**config.mk**
```make
export PLATFORM = sky130hd
export DESIGN_NAME = hd44780_bus_receiver
export DESIGN_NICKNAME = d
export VERILOG_FILES = /design/src/rtl/hd44780_bus_receiver.sv
export SDC_FILE = /design/constraint.sdc
export NUM_CORES = 1
export LEC_CHECK = 0
export ABC_AREA = 1
export BUFFER_PORTS_ARGS = -buffer_cell sky130_fd_sc_hd__buf_2
export CAP_MARGIN = 20
export CORE_ASPECT_RATIO = 1.4
export CORE_MARGIN = 8
export CORE_UTILIZATION = 50
export CTS_CLUSTER_DIAMETER = 60
export CTS_CLUSTER_SIZE = 25
export DETAILED_ROUTE_END_ITERATION = 10
export PLACE_DENSITY = 0.78
export SYNTH_ARGS = -nofsm -noshare
export SYNTH_HDL_FRONTEND = slang
export SYNTH_SLANG_ARGS = --single-unit
```
**constraint.sdc**
```tcl
create_clock -name CLK_I -period 4.9 [get_ports CLK_I]
set_input_delay 0.245 -clock CLK_I [delete_from_list [all_inputs] [get_ports CLK_I]]
set_output_delay 0.245 -clock CLK_I [all_outputs]
set_load 0.01 [all_outputs]
```
**src/rtl/hd44780_bus_receiver.sv**
```systemverilog
// LCD-side HD44780 4-bit write-bus receiver: pin sync, E timing checks, nybble assembly, entry FIFO.
// Optional busy-flag model enabled with `define HD44780_BUSRX_BUSY_MODEL_EN.
module hd44780_bus_receiver #(
    parameter int SYNC_STAGES = 2,
    parameter int PWEH_MIN    = 22,
    parameter int TCYCE_MIN   = 48,
    parameter int COUNT_BITS  = 7,
    parameter int FIFO_ABITS  = 3
`ifdef HD44780_BUSRX_BUSY_MODEL_EN
    ,
    parameter int BUSY_LONG   = 144000,
    parameter int BUSY_SHORT  = 2544
`endif
) (
    input  logic       CLK_I,
    input  logic       RST_I,
    input  logic       i_e,
    input  logic       i_rs,
    input  logic [3:0] i_nybble,
    input  logic       i_ack,
    input  logic       i_clr_err,
    output logic [8:0] o_dat,
    output logic       o_valid,
    output logic       o_mode_4bit,
    output logic       o_err_pw,
    output logic       o_err_cycle,
    output logic       o_err_rs,
    output logic       o_overflow,
    output logic       o_busy,
    output logic       o_err_busy
);
    localparam int DEPTH = 1 << FIFO_ABITS;
    localparam logic [COUNT_BITS-1:0] PW_MIN_C  = COUNT_BITS'(PWEH_MIN);
    localparam logic [COUNT_BITS:0]   CYC_MIN_C = (COUNT_BITS + 1)'(TCYCE_MIN);
    localparam logic [FIFO_ABITS:0]   DEPTH_C   = (FIFO_ABITS + 1)'(DEPTH);

    typedef enum logic [1:0] {S_M8, S_H4_HI, S_H4_LO} state_t;

    logic [SYNC_STAGES-1:0] r_e_sync;
    logic [SYNC_STAGES-1:0] r_rs_sync;
    logic [3:0]             r_nyb_sync [SYNC_STAGES];
    logic                   r_e_d, r_rs_smp, r_have_rise;
    logic [3:0]             r_nyb_smp;
    logic [COUNT_BITS-1:0]  r_pw, r_cyc;
    logic                   w_e_s, w_rise, w_fall, w_pw_short, w_cyc_short;

    always_ff @(posedge CLK_I or posedge RST_I) begin
        if (RST_I) begin
            r_e_sync  <= '0;
            r_rs_sync <= '0;
            for (int i = 0; i < SYNC_STAGES; i++) r_nyb_sync[i] <= '0;
        end else begin
            r_e_sync      <= {r_e_sync[SYNC_STAGES-2:0], i_e};
            r_rs_sync     <= {r_rs_sync[SYNC_STAGES-2:0], i_rs};
            r_nyb_sync[0] <= i_nybble;
            for (int i = 1; i < SYNC_STAGES; i++) r_nyb_sync[i] <= r_nyb_sync[i-1];
        end
    end

    assign w_e_s  = r_e_sync[SYNC_STAGES-1];
    assign w_rise = w_e_s & ~r_e_d;
    assign w_fall = r_e_d & ~w_e_s;
    assign w_pw_short  = w_fall & (r_pw < PW_MIN_C);
    // cyc holds period-1 at a rise, so the +1 gives the true rise-to-rise period.
    assign w_cyc_short = w_rise & r_have_rise & (({1'b0, r_cyc} + (COUNT_BITS + 1)'(1)) < CYC_MIN_C);

    always_ff @(posedge CLK_I or posedge RST_I) begin
        if (RST_I) begin
            r_e_d       <= 1'b0;
            r_rs_smp    <= 1'b0;
            r_nyb_smp   <= '0;
            r_pw        <= '0;
            r_cyc       <= '0;
            r_have_rise <= 1'b0;
        end else begin
            r_e_d       <= w_e_s;
            r_have_rise <= r_have_rise | w_rise;
            if (w_e_s) begin
                r_rs_smp  <= r_rs_sync[SYNC_STAGES-1];
                r_nyb_smp <= r_nyb_sync[SYNC_STAGES-1];
            end
            if (w_rise)                    r_pw <= '0;
            else if (w_e_s && r_pw != '1)  r_pw <= r_pw + 1'b1;
            if (w_rise)                    r_cyc <= '0;
            else if (r_cyc != '1)          r_cyc <= r_cyc + 1'b1;
        end
    end

    // Assembler FSM, advanced only on E falling edges.
    state_t     r_state, w_state_next;
    logic       r_hi_rs, r_push;
    logic [3:0] r_hi_nyb;
    logic [8:0] r_push_dat, w_emit_dat;
    logic       w_emit, w_err_rs_set, w_store_hi;

    always_comb begin
        w_state_next = r_state;
        w_emit       = 1'b0;
        w_emit_dat   = '0;
        w_err_rs_set = 1'b0;
        w_store_hi   = 1'b0;
        if (w_fall) begin
            case (r_state)
                S_M8: begin
                    w_emit     = 1'b1;
                    w_emit_dat = {r_rs_smp, r_nyb_smp, 4'h0};
                    if (!r_rs_smp && r_nyb_smp == 4'h2) w_state_next = S_H4_HI;
                end
                S_H4_HI: begin
                    w_store_hi   = 1'b1;
                    w_state_next = S_H4_LO;
                end
                S_H4_LO: begin
                    w_emit       = 1'b1;
                    w_emit_dat   = {r_hi_rs, r_hi_nyb, r_nyb_smp};
                    w_err_rs_set = r_rs_smp != r_hi_rs;
                    w_state_next = (!r_hi_rs && r_hi_nyb == 4'h3) ? S_M8 : S_H4_HI;
                end
                default: w_state_next = S_M8;
            endcase
        end
    end

    always_ff @(posedge CLK_I or posedge RST_I) begin
        if (RST_I) begin
            r_state    <= S_M8;
            r_hi_rs    <= 1'b0;
            r_hi_nyb   <= '0;
            r_push     <= 1'b0;
            r_push_dat <= '0;
        end else begin
            r_state    <= w_state_next;
            r_push     <= w_emit;
            r_push_dat <= w_emit_dat;
            if (w_store_hi) begin
                r_hi_rs  <= r_rs_smp;
                r_hi_nyb <= r_nyb_smp;
            end
        end
    end

    assign o_mode_4bit = (r_state != S_M8);

    // FIFO: count disambiguates full from empty since pointers wrap.
    logic [8:0]            r_mem [DEPTH];
    logic [FIFO_ABITS-1:0] r_wr_ptr, r_rd_ptr;
    logic [FIFO_ABITS:0]   r_count;
    logic                  w_full, w_pop, w_wr;

    assign w_full  = (r_count == DEPTH_C);
    assign o_valid = (r_count != '0);
    assign w_pop   = i_ack & o_valid;
    assign w_wr    = r_push & (~w_full | w_pop);
    assign o_dat   = o_valid ? r_mem[r_rd_ptr] : '0;

    always_ff @(posedge CLK_I) begin
        if (w_wr) r_mem[r_wr_ptr] <= r_push_dat;
    end

    always_ff @(posedge CLK_I or posedge RST_I) begin
        if (RST_I) begin
            r_wr_ptr <= '0;
            r_rd_ptr <= '0;
            r_count  <= '0;
        end else begin
            if (w_wr)  r_wr_ptr <= r_wr_ptr + FIFO_ABITS'(1);
            if (w_pop) r_rd_ptr <= r_rd_ptr + FIFO_ABITS'(1);
            case ({w_wr, w_pop})
                2'b10:   r_count <= r_count + 1'b1;
                2'b01:   r_count <= r_count - 1'b1;
                default: r_count <= r_count;
            endcase
        end
    end

    // Sticky flags: a set in the same cycle as a clear wins.
    logic r_err_pw, r_err_cycle, r_err_rs, r_overflow;

    always_ff @(posedge CLK_I or posedge RST_I) begin
        if (RST_I) begin
            r_err_pw    <= 1'b0;
            r_err_cycle <= 1'b0;
            r_err_rs    <= 1'b0;
            r_overflow  <= 1'b0;
        end else begin
            r_err_pw    <= w_pw_short   | (r_err_pw    & ~i_clr_err);
            r_err_cycle <= w_cyc_short  | (r_err_cycle & ~i_clr_err);
            r_err_rs    <= w_err_rs_set | (r_err_rs    & ~i_clr_err);
            r_overflow  <= (r_push & w_full & ~w_pop) | (r_overflow & ~i_clr_err);
        end
    end

    assign o_err_pw    = r_err_pw;
    assign o_err_cycle = r_err_cycle;
    assign o_err_rs    = r_err_rs;
    assign o_overflow  = r_overflow;

`ifdef HD44780_BUSRX_BUSY_MODEL_EN
    localparam int BUSY_BITS = $clog2(BUSY_LONG + 1);
    logic [BUSY_BITS-1:0] r_busy_cnt;
    logic                 r_err_busy, w_busy_long;

    // Clear display, return home and its alias take the long execution time.
    assign w_busy_long = ~r_push_dat[8] &
                         (r_push_dat[7:0] == 8'h01 || r_push_dat[7:0] == 8'h02 || r_push_dat[7:0] == 8'h03);
    assign o_busy      = (r_busy_cnt != '0);
    assign o_err_busy  = r_err_busy;

    always_ff @(posedge CLK_I or posedge RST_I) begin
        if (RST_I) begin
            r_busy_cnt <= '0;
            r_err_busy <= 1'b0;
        end else begin
            if (r_push)      r_busy_cnt <= w_busy_long ? BUSY_BITS'(BUSY_LONG) : BUSY_BITS'(BUSY_SHORT);
            else if (o_busy) r_busy_cnt <= r_busy_cnt - 1'b1;
            r_err_busy <= (w_fall & o_busy) | (r_err_busy & ~i_clr_err);
        end
    end
`else
    assign o_busy     = 1'b0;
    assign o_err_busy = 1'b0;
`endif

endmodule

```
### Word level (Yosys, flattened, before mapping)

Memory sizes are Yosys's and may differ from the RTL's.
Cells that the tools add are included.

* bitwise logic cells: 24
* add/sub/neg operators: 7
* reduce and logical (&&, ||, !) cells: 13
* magnitude comparators: 2
* equality and inequality tests: 11
* muxes and demuxes: 19

Operators with widths (count)
* 2-to-1 mux 7 bit: 4
* 2-to-1 mux 9 bit: 2
* one-hot mux 9 bit (2 select lines): 1
* adder 7 x 1 -> 7 bit, second input constant: 2
* != test 7 bit, second input constant: 2
* bitwise AND 1 bit: 13
* 2-to-1 mux 1 bit: 9
* adder 7 x 1 -> 8 bit, second input constant: 1
* == test 4 x 2 -> 1 bit, second input constant: 2
* less-than comparator 8 x 6 -> 1 bit, second input constant: 1
* one-hot mux 4 bit (2 select lines): 1
* nonzero test 2 bit: 4
* less-than comparator 7 x 5 -> 1 bit, second input constant: 1
* adder 3 x 1 -> 3 bit, second input constant: 2
* OR 1 bit: 6
* one-hot mux 2 bit (3 select lines): 1
* inverter 1 bit: 5
* adder 4 x 1 -> 4 bit, second input constant: 1
* == test 2 x 1 -> 1 bit, second input constant: 2
* == test 2 bit, second input constant: 2
* == test 4 bit, second input constant: 1
* nonzero test 4 bit: 1
* subtractor 4 x 1 -> 4 bit, second input constant: 1
* logical AND 1 bit: 3
* 7 further kinds: 8

* register bits: 64
* memories: 1
* RAM bits: 72
* input bits: 10

Memories
* r_mem: words 8, bits a word 9, read ports 1, clocked after memory_dff 0, wr ports 1, line 145 `logic [8:0] r_mem [DEPTH];`

### Depth between registers and ports, before layout

* depth after elaboration: 6
* gate-level depth with buffers: 13
* depth with buffers taken out: 13

### Least setup slack after synthesis

Ideal clock, no wire load.

* path type: reg2reg
* from: register r_count[0]
* to: register r_count[2]
* data required time: 4.817 ns
* clock period less this slack: 1.832 ns
* path slack: 3.068 ns
* setup time: 0.083 ns
* cell stages (with the launch flop): 13
* arrival: 1.749 ns
* cell sequence: dfrtp_1 nor2_1 nand3_1 nand2_1 inv_1 ha_1 nand2_1 inv_1 nor2_1 ha_1 a21oi_1 xor2_1 o21ai_0

* cells in the longest elaborated chain, start to end: 6
* elaborated cells between the ends (all ways): 12
* classes of those cells: add/sub: 2; eq/ne: 3; mux: 1; bitwise: 4; reduce/logical: 2

Ends and longest elaborated chain
* from (decl): line 147 `logic [FIFO_ABITS:0] r_count;`
* from (signal assigned): line 169 `2'b10: r_count <= r_count + 1'b1;`
* from (signal assigned): line 170 `2'b01: r_count <= r_count - 1'b1;`
* from (signal assigned): line 171 `default: r_count <= r_count;`
* nonzero test 4 bit (*): line 151 `assign o_valid = (r_count != '0);`
* bitwise AND 1 bit (*): line 152 `assign w_pop = i_ack & o_valid;`
* net w_pop: line 148 `logic w_full, w_pop, w_wr;`
* OR 1 bit: line 153 `assign w_wr = r_push & (~w_full | w_pop);`
* bitwise AND 1 bit: line 153
* == test 2 x 1 -> 1 bit or == test 2 bit (tied branches): line 168 `case ({w_wr, w_pop})`
* one-hot mux 4 bit (2 select lines) or nonzero test 2 bit (tied branches)

Mark *: on every way through the listed nets, which the timed path passes. The rest lies on a longest branch.
A chain may end at the register's enable or synchronous reset.

### Worst setup path in the final report

* from: register r_rd_ptr[0]
* to: output port o_dat[1]

* cells in the longest elaborated chain, start to end: 2

Ends and longest elaborated chain
* from (decl): line 146 `logic [FIFO_ABITS-1:0] r_wr_ptr, r_rd_ptr;`
* from (signal assigned): line 167 `if (w_pop) r_rd_ptr <= r_rd_ptr + FIFO_ABITS'(1);`
* memory (8 x 9 bit)
* 2-to-1 mux 9 bit: line 154 `assign o_dat = o_valid ? r_mem[r_rd_ptr] : '0;`
* to (decl): line 22 `output logic [8:0] o_dat,`

Every way passes these cells.

==> results.sh <==
export IMPL_ant_nets=0
export IMPL_overflow=0
export IMPL_htree_levels=4
export IMPL_diodes=0
export IMPL_vias=3682
export IMPL_fmax_mhz=372
export IMPL_ys_seq_area_share_pct=66.4
export IMPL_track_usage_pct=14.4
export IMPL_start_kind="flip-flop"
export IMPL_io_buffers=24
export IMPL_criticalPathCategory="reg -> out"
export IMPL_routed_wl_um=10500
export IMPL_cap_violations=0
export IMPL_clock_path_buffers=2
export IMPL_die_h_um=142
export IMPL_cp_required_ps=4660
export IMPL_crit_arrival_ps=2440
export IMPL_endpoint_kind="output port"
export IMPL_cts_resized_gates=0
export IMPL_clkLatencyLatePin_ps=410
export IMPL_initial_core_util_pct=50.7
export IMPL_finalWorstSetupSlack_ps=2210
export IMPL_fin_nets=569
export IMPL_ys_top_cells_by_area="edfxtp_1 38%, dfrtp_1 28%, nor2_1 6.6%"
export IMPL_worst_pin_slew_ps=1010
export IMPL_post_synth_cell_area_avg_um2=11.0
export IMPL_power_static_leakage_nw=2.69
export IMPL_antenna_found_initial=0
export IMPL_yosysWarningCount=0
export IMPL_grt_max_degree=65
export IMPL_die_w_um=106
export IMPL_cts_tree="done"
export IMPL_cp_max_fo=37
export IMPL_hold_path_class="in -> async"
export IMPL_final_setup_viol_count=0
export IMPL_final_max_slew_viol_count=0
export IMPL_hpwl_um=6830
export IMPL_rsz0062_at_grt="no"
export IMPL_grt_pass1_vias=3672
export IMPL_die_area_um2=15000
export IMPL_final_setup_tns_ps=0
export IMPL_drc=0
export IMPL_clock_sinks=136
export IMPL_row_count=46
export IMPL_io_pins=27
export IMPL_max_slew_margin_pct=32.1
export IMPL_yosysTopAreaCellShare_pct=38.2
export IMPL_area_growth_pct=14.3
export IMPL_place_congestion=0.796
export IMPL_ir_drop_v=0.000299
export IMPL_dr_first_iter_drc_count=247
export IMPL_period_minus_slack_ps=2690
export IMPL_clkTransAtPathRegs_ps=50
export IMPL_grt_pass1_wl_um=17000
export IMPL_place_ws_ps=2390
export IMPL_fin_worst_skew_ps=5.98
export IMPL_drive_above_1_share_pct=14.3
export IMPL_postSynthCellCount=517
export IMPL_synth_area_um2=5660
export IMPL_core_um2=11200
export IMPL_status="finished, final reports clean"
export IMPL_period_share_pct=54.9
export IMPL_yosysUniqueCellTypes=37
export IMPL_finalHoldViolations=0
export IMPL_ys_ff_latch=136
export IMPL_cts_buffers=17
export IMPL_firstDrtPassIters=4
export IMPL_post_drt_wl_per_cell_um=14.8
export IMPL_yosysTopAreaCell="edfxtp_1"
export IMPL_p_per_area_nw_per_um2=561
export IMPL_via_per_inst=5.19
export IMPL_clockRootBuffer="clkbuf_16"
-- path summary, 6_finish.rpt --
check / start / to / slack [ps] / cells after the start
min in group CLK_I: i_clr_err / o_err_cycle / 170 / 4
setup / recovery: r_rd_ptr[0] / o_dat[1] / 2210 / 6
hold reg to reg: r_nyb_sync[4] / r_nyb_sync[0] / 350 / 0
hold / removal: RST_I / r_nyb_sync[5] / 50 / 3
max in group asynchronous: RST_I / r_push_dat[6] / 4310 / 3
setup reg to reg: r_count[0] / r_count[2] / 2390 / 12
-- final cells by class --
type,instances,area [um^2]
timing repair buffer,33,223
fill,887,4690
clock inverter,7,41.3
clock buffer,25,505
inverter,36,140
sequential,136,3760
multi-input combinational,328,1620
tap,144,180
-- stage by stage --
stage	area (um^2)	total power [W]	hold WS [ps]	instances	util, %
finish	6470	0.00363	45.9	709	58.0
global route	6470	0.00385	136	709	58.0
CTS	6450	0.00363	81.5	708	57.7
detailed placement	5840	0.00248	335	670	52.3
global placement	5840	0.00242	332	670	52.3
floorplan	5670	0.00224	276	518	-
-- timing repair --
item | CTS | global route
endpoints found under the hold margin | 6 | 0
hold buffers | 6 | 0
setup endpoints to repair | 0 | 0
buffers inserted | 0 | 0
-- cells in the mapped netlist, drive strengths merged --
master   number
nand3        24
nand4         5
ha            7
o2111ai       1
xnor2         2
conb          1
o21bai        1
a31oi         1
nor3          1
edfxtp       72
a2111oi       1
dfrtp        64
inv          35
buf          15
clkbuf        3
nand2        76
or2           3
o21ai        88
clkinv        1
nor2        104
xor2          7
a21oi         4
o31ai         1
-- where the power goes --
part           internal (W)  switching [W]
Clock              0.000710       0.000437
Combinational      0.000350       0.000587
Sequential          0.00137       0.000176
Total               0.00243        0.00120
-- sequential cells by signal, indices dropped and copies added, names as in the netlist, 2 cells and up --
signal	count
r_mem	72
r_push_dat	9
r_nyb_sync	8
r_cyc	7
r_pw	7
r_count	4
r_hi_nyb	4
r_nyb_smp	4
r_rd_ptr	3
r_wr_ptr	3
r_e_sync	2
r_rs_sync	2
r_state	2
-- routing by layer --
metal  global-route usage [%]  share of wire [%]  wire, um
met1                     14.9                 40      4150
met2                     26.3                 54      5670
met3                     4.35                4.9       512
met4                     6.10                1.4       150
met5                        0                  0         0
-- critical path, stage by stage (launching register included) --
cell     delay (ps)
dfrtp_1         890
inv_4           310
o21ai_0         260
o21ai_0         110
o21ai_0         250
nor2_1           60
buf_2           140
-- kinds of logic after synthesis --
| logic type | synth area share (%) |
|---|---|
| AND/OR/NAND/NOR | 16.2 |
| XOR/XNOR | 1.39 |
| AO/OA/AOI/OAI | 9.39 |
| other | 0.0662 |
| flip-flops | 66.4 |
| adder cells (fa/ha/maj) | 1.55 |
| buffers and inverters | 4.99 |
-- cell usage in the layout, fill, tap and decap left out, types with 3 or more instances in the layout --
cell / n
dfrtp_1: 64
o21ai_1: 9
nand3_1: 22
clkbuf_16: 17
edfxtp_1: 72
nand2_1: 74
inv_2: 4
inv_1: 29
ha_1: 7
nand4_1: 5
o21ai_2: 7
nor2_1: 100
xor2_1: 7
a21oi_1: 4
clkinv_2: 4
o21ai_0: 72
inv_4: 3
clkbuf_1: 3
dlygate4sd3_1: 6
clkbuf_8: 5
buf_2: 24
Note: power is estimated with default switching activity, not from simulation.
